--- config.mk ---
export PLATFORM = sky130hd
export DESIGN_NAME = serial_subtractor_flat
export DESIGN_NICKNAME = d
export VERILOG_FILES = /design/src/rtl/serial_subtractor_pkg.sv /design/src/rtl/serial_subtractor_if.sv /design/src/rtl/serial_subtractor_full_subtractor.sv /design/src/rtl/serial_subtractor.sv /design/src/flat_wrapper.sv
export SDC_FILE = /design/constraint.sdc
export NUM_CORES = 1
export LEC_CHECK = 0
export ABC_AREA = 1
export CORE_MARGIN = 5
export CORE_UTILIZATION = 65
export DETAILED_ROUTE_END_ITERATION = 6
export DONT_BUFFER_PORTS = 1
export PLACE_DENSITY = 0.88
export SYNTH_ARGS = -nofsm -noshare
export SYNTH_HDL_FRONTEND = slang
export SYNTH_HIERARCHICAL = 1
export SYNTH_SLANG_ARGS = --single-unit
--- constraint.sdc ---
create_clock -name clk -period 2.3 [get_ports clk]
set_input_delay 0.345 -clock clk [delete_from_list [all_inputs] [get_ports clk]]
set_output_delay 0.345 -clock clk [all_outputs]
set_load 0.05 [all_outputs]
--- src/rtl/serial_subtractor_pkg.sv ---
// ----------------------------------------------------------------------------
// serial_sub_pkg
// Shared types and constants for the bit-serial subtractor.
//   SERIAL_SUB_DEFAULT_WIDTH : default operand width
//   state_t                  : control FSM encoding (IDLE / RUN / DONE)
//   cnt_width()              : bit-counter width for a given operand width
// ----------------------------------------------------------------------------
package serial_sub_pkg;

   localparam int unsigned SERIAL_SUB_DEFAULT_WIDTH = 8;

   typedef enum logic [1:0] {
      IDLE = 2'd0,
      RUN  = 2'd1,
      DONE = 2'd2
   } state_t;

   // Counter must index bits 0..width-1; never narrower than one bit.
   function automatic int unsigned cnt_width(input int unsigned width);
      return (width > 1) ? $clog2(width) : 1;
   endfunction

endpackage : serial_sub_pkg

--- src/rtl/serial_subtractor_if.sv ---
// ----------------------------------------------------------------------------
// serial_subtractor_if
// Start/done handshake and operand/result bus of the serial subtractor.
//   start, a, b              : request and operands (master -> slave)
//   busy, done               : status (slave -> master)
//   diff, borrow_out         : result (slave -> master)
//   ovf                      : signed overflow, only with SERIAL_SUB_SIGNED_OVF_EN
// ----------------------------------------------------------------------------
interface serial_subtractor_if #(
   parameter int unsigned WIDTH = serial_sub_pkg::SERIAL_SUB_DEFAULT_WIDTH
);

   logic             start;
   logic [WIDTH-1:0] a;
   logic [WIDTH-1:0] b;
   logic             busy;
   logic             done;
   logic [WIDTH-1:0] diff;
   logic             borrow_out;
`ifdef SERIAL_SUB_SIGNED_OVF_EN
   logic             ovf;

   modport master (
      output start, a, b,
      input  busy, done, diff, borrow_out, ovf
   );

   modport slave (
      input  start, a, b,
      output busy, done, diff, borrow_out, ovf
   );
`else
   modport master (
      output start, a, b,
      input  busy, done, diff, borrow_out
   );

   modport slave (
      input  start, a, b,
      output busy, done, diff, borrow_out
   );
`endif

endinterface : serial_subtractor_if

--- src/rtl/serial_subtractor_full_subtractor.sv ---
// ----------------------------------------------------------------------------
// full_subtractor
// One-bit combinational subtractor cell: computes a - b - bin.
//   a, b, bin : minuend bit, subtrahend bit, borrow in
//   d, bout   : difference bit, borrow out
// ----------------------------------------------------------------------------
module full_subtractor (
   input  logic a,
   input  logic b,
   input  logic bin,
   output logic d,
   output logic bout
);

   logic w_axb;

   assign w_axb = a ^ b;
   assign d     = w_axb ^ bin;
   // Borrow when a=0,b=1, or when a==b and a borrow is already pending.
   assign bout  = (~a & b) | (~w_axb & bin);

endmodule : full_subtractor

--- src/rtl/serial_subtractor.sv ---
// ----------------------------------------------------------------------------
// serial_subtractor
// Bit-serial WIDTH-bit subtractor: a - b computed LSB-first, one bit per clock,
// through a single full_subtractor cell and a borrow flip-flop.
//   clk  : system clock, rising edge
//   rst  : synchronous active-high reset
//   bus  : serial_subtractor_if.slave (start/a/b in, busy/done/diff/borrow_out out)
// Optional feature macro: SERIAL_SUB_SIGNED_OVF_EN adds the signed overflow
// output bus.ovf and the operand-MSB capture that feeds it.
// ----------------------------------------------------------------------------
module serial_subtractor
   import serial_sub_pkg::*;
#(
   parameter int unsigned WIDTH = SERIAL_SUB_DEFAULT_WIDTH
) (
   input  logic                clk,
   input  logic                rst,
   serial_subtractor_if.slave  bus
);

   localparam int unsigned      CNT_W    = cnt_width(WIDTH);
   localparam logic [CNT_W-1:0] LAST_BIT = CNT_W'(WIDTH - 1);

   // Control
   state_t           r_state;
   state_t           w_state_nxt;
   logic             w_load;
   logic             w_shift;
   logic             w_last;
   logic             w_busy_nxt;
   logic             w_done_nxt;
   logic             r_busy;
   logic             r_done;

   // Datapath
   logic [WIDTH-1:0] r_a;
   logic [WIDTH-1:0] r_b;
   logic [WIDTH-1:0] r_res;
   logic             r_borrow;
   logic [CNT_W-1:0] r_cnt;
   logic             w_d;
   logic             w_bout;

   // State register
   always_ff @(posedge clk) begin
      if (rst) begin
         r_state <= IDLE;
      end else begin
         r_state <= w_state_nxt;
      end
   end

   // Next-state logic; start is only honoured in IDLE and DONE
   always_comb begin
      w_state_nxt = r_state;
      case (r_state)
         IDLE:    if (bus.start) w_state_nxt = RUN;
         RUN:     if (r_cnt == LAST_BIT) w_state_nxt = DONE;
         DONE:    w_state_nxt = bus.start ? RUN : IDLE;
         default: w_state_nxt = IDLE;
      endcase
   end

   // Output/strobe decode; busy/done are registered from the next state
   always_comb begin
      w_load  = 1'b0;
      w_shift = 1'b0;
      w_last  = 1'b0;
      case (r_state)
         IDLE: w_load = bus.start;
         RUN: begin
            w_shift = 1'b1;
            w_last  = (r_cnt == LAST_BIT);
         end
         DONE: w_load = bus.start;
         default: ;
      endcase
      w_busy_nxt = (w_state_nxt == RUN);
      w_done_nxt = (w_state_nxt == DONE);
   end

   // Status registers
   always_ff @(posedge clk) begin
      if (rst) begin
         r_busy <= 1'b0;
         r_done <= 1'b0;
      end else begin
         r_busy <= w_busy_nxt;
         r_done <= w_done_nxt;
      end
   end

   // Shared arithmetic cell
   full_subtractor u_cell (
      .a    (r_a[0]),
      .b    (r_b[0]),
      .bin  (r_borrow),
      .d    (w_d),
      .bout (w_bout)
   );

   // Operand shift registers, result register, borrow FF and bit counter.
   // The result fills from the MSB side, so after WIDTH shifts bit 0 sits at LSB.
   always_ff @(posedge clk) begin
      if (rst) begin
         r_a      <= '0;
         r_b      <= '0;
         r_res    <= '0;
         r_borrow <= 1'b0;
         r_cnt    <= '0;
      end else if (w_load) begin
         r_a      <= bus.a;
         r_b      <= bus.b;
         r_borrow <= 1'b0;
         r_cnt    <= '0;
      end else if (w_shift) begin
         r_a      <= r_a >> 1;
         r_b      <= r_b >> 1;
         r_res    <= {w_d, r_res[WIDTH-1:1]};
         r_borrow <= w_bout;
         r_cnt    <= r_cnt + CNT_W'(1);
      end
   end

`ifdef SERIAL_SUB_SIGNED_OVF_EN
   logic r_a_msb;
   logic r_b_msb;
   logic r_ovf;

   // Operand MSBs are captured at load because the shift registers lose them.
   // Overflow is resolved on the last bit, when w_d is the result MSB.
   always_ff @(posedge clk) begin
      if (rst) begin
         r_a_msb <= 1'b0;
         r_b_msb <= 1'b0;
         r_ovf   <= 1'b0;
      end else if (w_load) begin
         r_a_msb <= bus.a[WIDTH-1];
         r_b_msb <= bus.b[WIDTH-1];
      end else if (w_last) begin
         r_ovf   <= (r_a_msb ^ r_b_msb) & (w_d ^ r_a_msb);
      end
   end

   assign bus.ovf = r_ovf;
`endif

   assign bus.busy       = r_busy;
   assign bus.done       = r_done;
   assign bus.diff       = r_res;
   assign bus.borrow_out = r_borrow;

endmodule : serial_subtractor

--- src/flat_wrapper.sv ---
// flat-port wrapper written by rule: the top's interface ports become plain ports
module serial_subtractor_flat import serial_sub_pkg::*;
#(
   parameter int unsigned WIDTH = SERIAL_SUB_DEFAULT_WIDTH
)
  (clk, rst, bus_start, bus_a, bus_b, bus_busy, bus_done, bus_diff, bus_borrow_out);
  serial_subtractor_if #(.WIDTH(WIDTH)) bus_i ();
  input  logic clk;
  input  logic rst;
  input wire logic [$bits(bus_i.start)-1:0] bus_start;
  input wire logic [$bits(bus_i.a)-1:0] bus_a;
  input wire logic [$bits(bus_i.b)-1:0] bus_b;
  output wire logic [$bits(bus_i.busy)-1:0] bus_busy;
  output wire logic [$bits(bus_i.done)-1:0] bus_done;
  output wire logic [$bits(bus_i.diff)-1:0] bus_diff;
  output wire logic [$bits(bus_i.borrow_out)-1:0] bus_borrow_out;
  assign bus_i.start = bus_start;
  assign bus_i.a = bus_a;
  assign bus_i.b = bus_b;
  assign bus_busy = bus_i.busy;
  assign bus_done = bus_i.done;
  assign bus_diff = bus_i.diff;
  assign bus_borrow_out = bus_i.borrow_out;
  serial_subtractor #(.WIDTH(WIDTH)) u_core (.clk(clk), .rst(rst), .bus(bus_i));
endmodule
* After elaboration in Yosys (flattened, before gate mapping)
Index checks and enable logic that the tools add are counted.
** Word-level totals
- Flip-flop bits (word level) :: 32
- Logic and storage cells :: 37
** Cells by class
- Add/sub/neg operators :: 1
- Equal/unequal tests :: 5
- Mux-type cells :: 10
- Bitwise logic cells :: 8
- Reductions and logical operators :: 5
** Operator list (count)
- $mux 8 :: 4
- $pmux 2 s3 :: 1
- $eq 2x1->1 const B :: 2
- $eq 2x2->1 const B :: 2
- $mux 2 :: 2
- $reduce_or 2->1 :: 2
- $add 3x1->3 const B :: 1
- $eq 3x3->1 const B :: 1
- $mux 1 :: 3
- $not 1->1 :: 3
- $and 1x1->1 :: 2
- $logic_not 2->1 :: 1
- $reduce_and 2->1 :: 1
- $reduce_bool 2->1 :: 1
- $xor 1x1->1 :: 2
- $or 1x1->1 :: 1

* Logic depth before layout (Yosys ltp)
Gate-level depths: netlist of the first run.
- Depth in word-level cells :: 5
- Gate-level depth with buffers :: 8
- Mapped depth without buffers :: 7

* Hierarchy
The synthesis of the first run kept the hierarchy.
** Modules (own cells, without submodules)
- serial_subtractor :: times used 1, cells each 200, area each 1438.9 µm², seq. area each 640.6 µm²
- full_subtractor :: times used 1, cells each 4, area each 31.3 µm², seq. area each 0.0 µm²

* Least setup slack after synthesis of the first run
Ideal clock, no wire load.
- Path kind :: register to register
- From :: register u_core.r_borrow (netlist: u_core/bus.borrow_out)
- To :: register u_core.r_res[7] (netlist: u_core/bus.diff[7])
- Setup time :: 116 ps
- Data arrival time :: 1349 ps
- Data required time :: 2184 ps
- Setup slack :: 836 ps
- Cell stages (with the launch flop) :: 5
- Buffers on the path :: 0
- Period minus slack after synthesis :: 1464 ps
- Path through :: dfxtp_1 -> inv_1 -> fa_1 -> o21ai_0 -> nor2_1
** On the way
- Word-level cells in the longest chain between the ends :: 1
** RTL lines
- from (decl) :: line serial_subtractor.sv:39 : logic r_borrow;
- from (signal assigned) :: line serial_subtractor.sv:120 : r_borrow <= w_bout;
- $xor 1x1->1 :: line serial_subtractor_full_subtractor.sv:18 : assign d = w_axb ^ bin;
- named net u_core.w_d :: line serial_subtractor.sv:41 : logic w_d;
- to (signal assigned) :: line serial_subtractor.sv:119 : r_res <= {w_d, r_res[WIDTH-1:1]};
- to (decl) :: line serial_subtractor.sv:38 : logic [WIDTH-1:0] r_res;
The timed path passes the listed nets, and every way through them passes these cells.
A chain may end at the register's enable or synchronous reset.

* Worst setup path in the final report of the first run
- From :: register u_core.r_state[0]
- To :: register u_core.r_a[6]
** On the way
- Word-level cells in the longest chain between the ends :: 4
- Elaborated cells between the ends (all ways) :: 8
- Those cells by class :: eq/ne: 2; mux: 3; reduce/logical: 3
** RTL lines
- from (decl) :: line serial_subtractor.sv:25 : state_t r_state;
- from (signal assigned) :: line serial_subtractor.sv:49 : r_state <= w_state_nxt;
- $eq 2x2->1 / $logic_not 2->1 (equally long branches) :: line serial_subtractor.sv:69 : case (r_state)
- $reduce_or 2->1 (no line)
- $mux 1 :: line serial_subtractor.sv:69
- $mux 8 / $reduce_bool 2->1 (equally long branches)
- to (signal assigned) :: line serial_subtractor.sv:112 : r_a <= bus.a;
- to (signal assigned) :: line serial_subtractor.sv:117 : r_a <= r_a >> 1;
- to (decl) :: line serial_subtractor.sv:36 : logic [WIDTH-1:0] r_a;
Parallel ways exist; a longest one is shown, timed or not.

==> impl_metrics.json, run 1 <==
{
  "worst_pin_slew_ns": 0.603,
  "hold_class": "in2reg",
  "drive_gt1_share_pct": 10.3,
  "finalCritPeriodShare_pct": 69.7,
  "synth_edf_count": 0,
  "ys_warn_count": 6,
  "drc": 0,
  "yosys.area.top_type_share_pct": 43.6,
  "total_power_w": 0.00125,
  "synthXorXnorAreaFrac_pct": 0.596,
  "dr.pass1.iters": 4,
  "cts_root_buf": "clkbuf_4",
  "ys_seq_elements": 32,
  "path_cells": "nand2_2, nand2_1, inv_2, nand2_1, nand2_1, nor2_2",
  "clock-sinks": 32,
  "postSynthCellCount": 204,
  "synth_compound_area_share_pct": 8.85,
  "cp-end-kind": "flip-flop",
  "clkTransAtPathRegs_ns": 0.09,
  "core_um2": 2190,
  "n_fill_cell": 185,
  "cap_violations": 0,
  "viasPerCell": 5.14,
  "synthArstFlopShare_pct": 0,
  "num_rows": 17,
  "ir_drop_mv": 0.634,
  "tns_ns": 0,
  "pin_count": 30,
  "ys.flop_type": "dfxtp_1",
  "post_drt_wl_per_cell_um": 12.1,
  "cp_common_cell": "nand2_1",
  "htreeDepth": 2,
  "io_buffers": 0,
  "synth.avg_cell_area_um2": 7.21,
  "grt_first_pass_wirelength_um": 4620,
  "max_stage_delay_ns": 0.48,
  "setup_ws_ns": 0.697,
  "gr-total-overflow": 0,
  "start_kind": "flip-flop",
  "synth_top_area_cell": "dfxtp_1",
  "tritoncts": "yes",
  "utilization_pct": 69.3,
  "hpwlAfterDp_um": 1950,
  "grt_max_degree": 31,
  "die_area_um2": 3310,
  "routabilityCongestion": 0.847,
  "worst-path-max-fanout": 30,
  "hold_viol_final": 0,
  "synthTopCellsByArea": "dfxtp_1 (44%), nand2_1 (10%), inv_1 (8.7%)",
  "holdBufCountCts": 0,
  "seq_area_frac_synth_pct": 43.6,
  "clkLatencyLatePin_ns": 0.33,
  "initial_utilization_pct": 67.1,
  "rrSetupSlack_ns": 0.70,
  "first_global_vias": 1086,
  "power_leakage_nw": 0.731,
  "track_usage_pct": 18.1,
  "finClkSkew_ns": 0.0102,
  "clock_path_buffers": 2,
  "die_h_um": 57.6,
  "critical_path_class": "reg2reg",
  "cts_made_buffers": 5,
  "ant_nets": 0,
  "finalWirelength_um": 2800,
  "crit_family": "simple AND/OR/NAND/NOR gates",
  "power_density_nw_per_um2": 823,
  "finalSetupViolations": 0,
  "yosysMostFrequentCell": "nand2_1",
  "pre_cts_ws_ns": 0.738,
  "arrival_ns": 1.84,
  "postCtsSetupRepairBufs": 0,
  "area_growth_pct": 3.32,
  "nets": 225,
  "fp.dieW_um": 57.6,
  "cts.repair.resized": 0,
  "relSlewSlack_pct": 59.7,
  "status": "completed",
  "synthDistinctLibCells": 20,
  "hold_ws_ns": 0.0656,
  "vias": 1192,
  "synthTopCellsByCount": "nand2_1 (39), inv_1 (34), dfxtp_1 (32), nor2_1 (32), o21ai_0 (19)",
  "drt_iter0_markers": 63,
  "synthAdderAreaFrac_pct": 3.06,
  "diodes": 0,
  "fin_crit_ns": 1.60,
  "syn-num-nets": 226,
  "syn-cell-area_um2": 1470,
  "grt_setup_unrepaired": "no",
  "synth_top_family_by_area": "simple AND/OR/NAND/NOR gates",
  "yosys.area_share.simple_pct": 29.4,
  "cp.buffers_inverters": 1,
  "slowest_stage": "nand2_2",
  "synthMuxAreaShare_pct": 0,
  "final_max_slew_viol_count": 0,
  "antenna_found_initial": 0,
  "crit_required_ns": 2.53,
  "clock.fmax_ghz": 0.624
}
## area by class of cell
cell class / count / area [um2] / area share (%)
tap: 28 / 35.0 / 2.31
clock inverter: 2 / 35.0 / 2.31
inverter: 36 / 135 / 8.90
clock buffer: 6 / 41.3 / 2.72
sequential: 32 / 641 / 42.2
timing repair buffer: 2 / 15.0 / 0.988
multi-input combinational: 126 / 617 / 40.6
## cell families (layout without fill, tap and decap cells)
kind of cell / after synthesis / after routing
AND/OR/NAND/NOR: 96 / 96
buffers and inverters: 46 / 46
flip-flops: 32 / 32
AO/OA/AOI/OAI: 26 / 26
adder cells (fa/ha/maj): 3 / 3
XOR/XNOR: 1 / 1
## power by group
group          internal, W  switching, W  total, W
clock network     0.000228      0.000184  0.000412
logic            0.0000548      0.000107  0.000162
registers         0.000599     0.0000785  0.000677
total             0.000881      0.000369   0.00125
## path summary, 6_finish.rpt
path                          start               to  depth (start not counted)
setup / recovery  u_core/r_state[0]    u_core/r_a[6]                          6
hold / removal                  rst    u_core/r_a[5]                          1
setup reg to reg  u_core/r_state[0]    u_core/r_a[6]                          6
hold reg to reg     u_core/r_cnt[1]  u_core/r_cnt[1]                          2
## metal layers
layer / GRT usage (%) / share of wire, %
met5: 0 / 0
met1: 20.9 / 44
met2: 28.9 / 47
met3: 7.47 / 7.5
met4: 8.94 / 1.7
## per-stage QoR
| stage | cells | area, um2 |
|---|---|---|
| floorplan | 204 | 1470 |
| global placement | 224 | 1440 |
| detailed placement | 224 | 1440 |
| CTS | 232 | 1520 |
| global route | 232 | 1520 |
| finish | 232 | 1520 |
## sequential cells by signal (all words and copies together) (netlist names)
name                   count
u_core/bus.done            1
u_core/r_a                 8
u_core/bus.busy            1
u_core/r_state             2
u_core/bus.diff            8
u_core/r_b                 8
u_core/r_cnt               3
u_core/bus.borrow_out      1
## cells in the final DEF (no fill, tap or decap)
cell type  synthesis  layout
inv_2              2       2
nand2_1           39      39
nand3_1            9       9
xor2_1             1       1
nor3_2             7       7
buf_4              2       2
clkbuf_4           0       5
nor3b_1            1       1
nor3_1             5       5
nor2_1            32      32
nor2_2             1       1
a21oi_1            7       7
nand2_2            2       2
fa_1               1       1
clkbuf_1           0       1
o21ai_0           19      19
clkinv_2           0       1
bufinv_16          0       1
dfxtp_1           32      32
ha_1               2       2
inv_1             34      34
No activity file was read; power rests on OpenSTA's default activity.
==> run 2, diff against run 1 <==
--- a/config.mk
+++ b/config.mk
@@ -7,10 +7,10 @@
 export LEC_CHECK = 0
 export ABC_AREA = 1
 export CORE_MARGIN = 5
-export CORE_UTILIZATION = 65
+export CORE_UTILIZATION = 55
 export DETAILED_ROUTE_END_ITERATION = 6
 export DONT_BUFFER_PORTS = 1
-export PLACE_DENSITY = 0.88
+export PLACE_DENSITY = 0.8
 export SYNTH_ARGS = -nofsm -noshare
 export SYNTH_HDL_FRONTEND = slang
 export SYNTH_HIERARCHICAL = 1
==> constraint.sdc (replaced) <==
create_clock -name clk -period 1.3 [get_ports clk]
set_input_delay 0.195 -clock clk [delete_from_list [all_inputs] [get_ports clk]]
set_output_delay 0.195 -clock clk [all_outputs]
set_load 0.05 [all_outputs]
==> run 2 against run 1 <==
  * Sequential share of layout area down 2.8 points
  * Non-clock buffer count up 14
  * Die area up 15%
  * Global-route usage is essentially flat
  * Clock-buffer cell count increased by 2
  * Clock power is 43% higher
  * Core utilization fell by 4.6 points
  * Combinational power rose to 2.6 times the previous value
  * First-iteration DRC count unchanged
  * Flip-flop and latch count stayed put
  * Largest cell class unchanged
  * Highest routed layer unchanged
==> impl_metrics.json, run 2 (synthesis gave the netlist of run 1 again) <==
{
  "status": "completed",
  "num_rows": 18,
  "critical_path_class": "reg2reg",
  "gr-total-overflow": 0,
  "initial_utilization_pct": 58.3,
  "drc": 0,
  "routabilityCongestion": 0.857,
  "fin_crit_ns": 1.18,
  "grt_first_pass_wirelength_um": 5080,
  "final_max_slew_viol_count": 0,
  "core_um2": 2520,
  "pre_cts_ws_ns": 0.0532,
  "setup_ws_ns": 0.123,
  "drive_gt1_share_pct": 16.5,
  "finalWirelength_um": 2940,
  "multi_input_area_um2": 624,
  "post_drt_wl_per_cell_um": 11.8,
  "cp-end-kind": "flip-flop",
  "antenna_found_initial": 0,
  "cts_root_buf": "clkbuf_4",
  "worst-path-max-fanout": 2,
  "track_usage_pct": 18.2,
  "layout_common_cells": "nand2_1 (39), inv_1 (34), nor2_1 (31)",
  "clock-sinks": 32,
  "io_buffers": 0,
  "vias": 1245,
  "tritoncts": "yes",
  "clock_path_buffers": 2,
  "ant_nets": 0,
  "grt_max_degree": 22,
  "first_global_vias": 1201,
  "dr.pass1.iters": 4,
  "n_fill_cell": 233,
  "pin_count": 30,
  "ir_drop_mv": 1.02,
  "diodes": 0,
  "arrival_ns": 1.41,
  "clock.fmax_ghz": 0.850,
  "hpwlAfterDp_um": 2110,
  "finalCritPeriodShare_pct": 90.5,
  "finClkSkew_ns": 0.00622,
  "htreeDepth": 2,
  "start_kind": "flip-flop",
  "drt_iter0_markers": 63,
  "area_growth_pct": 11.1,
  "die_h_um": 61.7,
  "final_common_cell": "nand2_1",
  "relSlewSlack_pct": 67.3,
  "viasPerCell": 5.02,
  "clkLatencyLatePin_ns": 0.33,
  "finalSetupViolations": 0,
  "clkTransAtPathRegs_ns": 0.10,
  "die_area_um2": 3810,
  "worst_pin_slew_ns": 0.490,
  "cap_violations": 0,
  "power_leakage_nw": 0.798,
  "regArea_um2": 643,
  "tns_ns": 0,
  "power_density_nw_per_um2": 1310,
  "nets": 239,
  "grt_setup_unrepaired": "no",
  "cts_made_buffers": 5,
  "hold_viol_final": 0,
  "fp.dieW_um": 61.7,
  "hold_class": "in2reg",
  "crit_required_ns": 1.53
}
[run 2: cell types whose count changed in the layout (fill, tap and decap cells not counted), sizes merged]
cell | before | now
clkinv | 1 | 0
buf | 2 | 15
dlygate4sd3 | 0 | 1
bufinv | 1 | 0
clkbuf | 6 | 8
[run 2: final timing paths]
kind	slack, ns	cells past startpoint	start	end
hold reg to reg	0.47	2	u_core/r_cnt[1]	u_core/r_cnt[1]
hold / removal	0.03	2	bus_a[7]	u_core/r_a[7]
setup / recovery	0.12	4	u_core/r_b[0]	u_core/bus.diff[7]
setup reg to reg	0.12	4	u_core/r_b[0]	u_core/bus.diff[7]
[run 2: worst max-delay path, stage by stage, from the launching register on]
cell and delay (ns):
dfxtp_1 0.34, inv_1 0.06, fa_1 0.44, o21ai_0 0.18, nor2_1 0.06
[run 2: where the power goes]
group / switching (W) / total [W] / internal, W
sequential: 0.0000605 / 0.00112 / 0.00106
combinational: 0.000280 / 0.000428 / 0.000148
clock: 0.000324 / 0.000591 / 0.000267
total: 0.000665 / 0.00214 / 0.00148
[run 2: layer usage]
metal	track usage, %	vias up	wire length [um]
li1	-	646	-
met1	21.4	556	1250
met2	29.3	40	1420
met3	8.06	3	241
met4	6.67	0	29
met5	0	-	0
[run 2: what timing repair did]
action / in CTS / in global routing
hold endpoints to repair: 6 / 0
setup endpoints to repair: 0 / 20
resized for setup: 0 / 3
hold buffers: 1 / 0
setup buffers: 0 / 0
[run 2: area by class of cell]
type / count / area share, %
inverters: 36 / 8.27
clock buffers: 8 / 3.60
repair buffers: 16 / 8.27
well taps: 30 / 2.30
flip-flops and latches: 32 / 39.4
multi-input cells: 126 / 38.2
[run 2: through the flow]
step                power, W  hold slack, ns  util (%)  instance area [um2]  instances
floorplan            0.00147           0.264         -                 1470        204
global placement     0.00155           0.266      61.7                 1560        239
detailed placement   0.00156           0.268      61.7                 1560        239
CTS                  0.00216          0.0250      64.4                 1630        248
global route         0.00227          0.0395      64.8                 1630        248
finish               0.00214          0.0343      64.8                 1630        248
==> run 3, diff against run 2 <==
--- a/config.mk
+++ b/config.mk
@@ -6,11 +6,13 @@
 export NUM_CORES = 1
 export LEC_CHECK = 0
 export ABC_AREA = 1
+export CELL_PAD_IN_SITES_DETAIL_PLACEMENT = 2
+export CELL_PAD_IN_SITES_GLOBAL_PLACEMENT = 2
 export CORE_MARGIN = 5
-export CORE_UTILIZATION = 55
+export CORE_UTILIZATION = 25
 export DETAILED_ROUTE_END_ITERATION = 6
 export DONT_BUFFER_PORTS = 1
-export PLACE_DENSITY = 0.8
+export PLACE_DENSITY = 0.69
 export SYNTH_ARGS = -nofsm -noshare
 export SYNTH_HDL_FRONTEND = slang
 export SYNTH_HIERARCHICAL = 1
==> run 3 against run 2 <==
  * Sequential share of layout area fell by 2.2 points
  * Largest cell class unchanged
  * Clock skew fell by 0.0013 ns
  * Global-route usage fell by 7.3 points
  * Via count rose by 4.6%
  * Wire length rose by 31%
  * Clock power rose by 35%
  * Core utilization fell by 35 points
  * Maximum frequency fell by 1.9%
  * Non-clock buffer count rose by 2
  * Clock-buffer cell count fell by 2
==> impl_metrics.json, run 3 (synthesis gave the netlist of run 1 again) <==
{
  "relSlewSlack_pct": 64.3,
  "grt_first_pass_wirelength_um": 6400,
  "grt_max_degree": 21,
  "grt_setup_unrepaired": "yes",
  "antenna_found_initial": 0,
  "post_drt_wl_per_cell_um": 13.1,
  "final_max_slew_viol_count": 0,
  "final_common_cell": "nand2_1",
  "num_rows": 28,
  "grtUsageMet1_pct": 12.4,
  "power_leakage_nw": 0.821,
  "placed_cells": 286,
  "die_area_um2": 7510,
  "first_global_vias": 1373,
  "clkLatencyLatePin_ns": 0.28,
  "grt_use_met3_pct": 2.76,
  "slowest_stage": "nor2_2",
  "area_growth_pct": 17.4,
  "grt_util_met2_pct": 19.1,
  "fp.dieW_um": 86.7,
  "cp-end-kind": "flip-flop",
  "pwr-share-comb_pct": 18.8,
  "setup_ws_ns": 0.100,
  "hold_class": "in2reg",
  "grt.busiest_layer": "met2",
  "drive_gt1_share_pct": 17.7,
  "seq_power_share_pct": 47.5,
  "die_h_um": 86.7,
  "finalCritPeriodShare_pct": 92.3,
  "viasPerCell": 4.41,
  "internal-power_w": 0.00163,
  "ir_drop_mv": 0.353,
  "switchingPower_w": 0.000728,
  "path_cells": "nor2_2, buf_4, nor3_2, nor2_1",
  "status": "completed",
  "switching_share_pct": 30.9,
  "gr-total-overflow": 0,
  "cts_root_buf": "clkbuf_8",
  "routabilityCongestion": 0.683,
  "initial_utilization_pct": 25.3,
  "drt_iter0_markers": 32,
  "dr.pass1.iters": 3,
  "io_buffers": 0,
  "clkTransAtPathRegs_ns": 0.07,
  "layout_common_cells": "nand2_1 (39), inv_1 (34), nor2_1 (31), dfxtp_1 (31), o21ai_0 (19)",
  "hpwlAfterDp_um": 2860,
  "hold_viol_final": 0,
  "vias": 1302,
  "utilization_pct": 29.7,
  "power_density_nw_per_um2": 1370,
  "finClkSkew_ns": 0.00491,
  "pre_cts_ws_ns": -0.151,
  "pin_count": 30,
  "worst_pin_slew_ns": 0.535,
  "ant_nets": 0,
  "cap_violations": 0,
  "clock.fmax_ghz": 0.833,
  "critical_path_class": "reg2reg",
  "htreeDepth": 2,
  "tritoncts": "yes",
  "n_fill_cell": 728,
  "diodes": 0,
  "track_usage_pct": 10.9,
  "clock_path_buffers": 2,
  "arrival_ns": 1.41,
  "fin_crit_ns": 1.20,
  "finalSetupViolations": 0,
  "p_clk_share_pct": 33.7,
  "crit_required_ns": 1.51,
  "clock-sinks": 32,
  "core_um2": 5820,
  "nets": 241,
  "finalWirelength_um": 3850,
  "worst-path-max-fanout": 11,
  "cts_made_buffers": 5,
  "start_kind": "flip-flop",
  "drc": 0,
  "max_stage_delay_ns": 0.44,
  "finalNonFillerCells": 295
}
run 3: cell count changes in the layout (fill, tap and decap cells not counted), sizes merged:
| cell | delta |
|---|---|
| buf | +2 |
| clkbuf | -2 |
| clkinv | +2 |
run 3: repair_timing:
item / CTS / global route
hold endpoints to repair: 6 / 0
buffers inserted: 0 / 0
setup endpoints to repair: 11 / 16
hold buffers: 1 / 0
gates resized for setup: 1 / 2
run 3: worst max-delay path: cells and delay by family, from the launching register on:
kind | cells | cell delay (ns)
simple gates | 3 | 0.57
buf+inv | 1 | 0.24
flops | 1 | 0.32
run 3: power groups by stage:
stage | Sequential [W] | Combinational, W | Clock (W)
finish | 0.00112 | 0.000443 | 0.000795
global route | 0.00113 | 0.000498 | 0.000877
CTS | 0.00112 | 0.000452 | 0.000826
detailed placement | 0.00115 | 0.000443 | 0
global placement | 0.00114 | 0.000428 | 0
floorplan | 0.00121 | 0.000263 | 0
run 3: path summary, 6_finish.rpt:
kind	startpoint	end	slack, ns	cells after the start
worst max register to register	u_core/r_state[0]	u_core/r_b[3]	0.1	4
worst max-delay path	u_core/r_state[0]	u_core/r_b[3]	0.1	4
worst min-delay path	bus_b[7]	u_core/r_b[7]	0.09	2
worst min register to register	u_core/r_cnt[1]	u_core/r_cnt[1]	0.48	2
run 3: final cells by class:
type / instances / area [um2] / area share, %
Inverter: 36 / 138 / 7.97
Clock inverter: 2 / 10.0 / 0.580
Timing Repair Buffer: 18 / 141 / 8.19
Multi-Input combinational cell: 126 / 619 / 35.9
Tap cell: 75 / 93.8 / 5.43
Clock buffer: 6 / 82.6 / 4.78
Sequential cell: 32 / 642 / 37.2
run 3: routing by layer:
| metal | vias to the layer above | wire (um) |
|---|---|---|
| li1 | 649 | - |
| met1 | 634 | 1630 |
| met2 | 17 | 2050 |
| met3 | 2 | 130 |
| met4 | 0 | 44 |
| met5 | - | 0 |
run 3: stage by stage:
stage                     setup TNS, ns  area (um2)  hold slack [ns]  power [W]
after floorplan                       0        1470            0.264    0.00147
after global placement           -0.430        1620            0.267    0.00157
after detailed placement          -1.12        1620            0.269    0.00159
after CTS                             0        1720           0.0921    0.00240
after global routing            -0.0567        1730            0.119    0.00251
final                                 0        1730           0.0949    0.00236
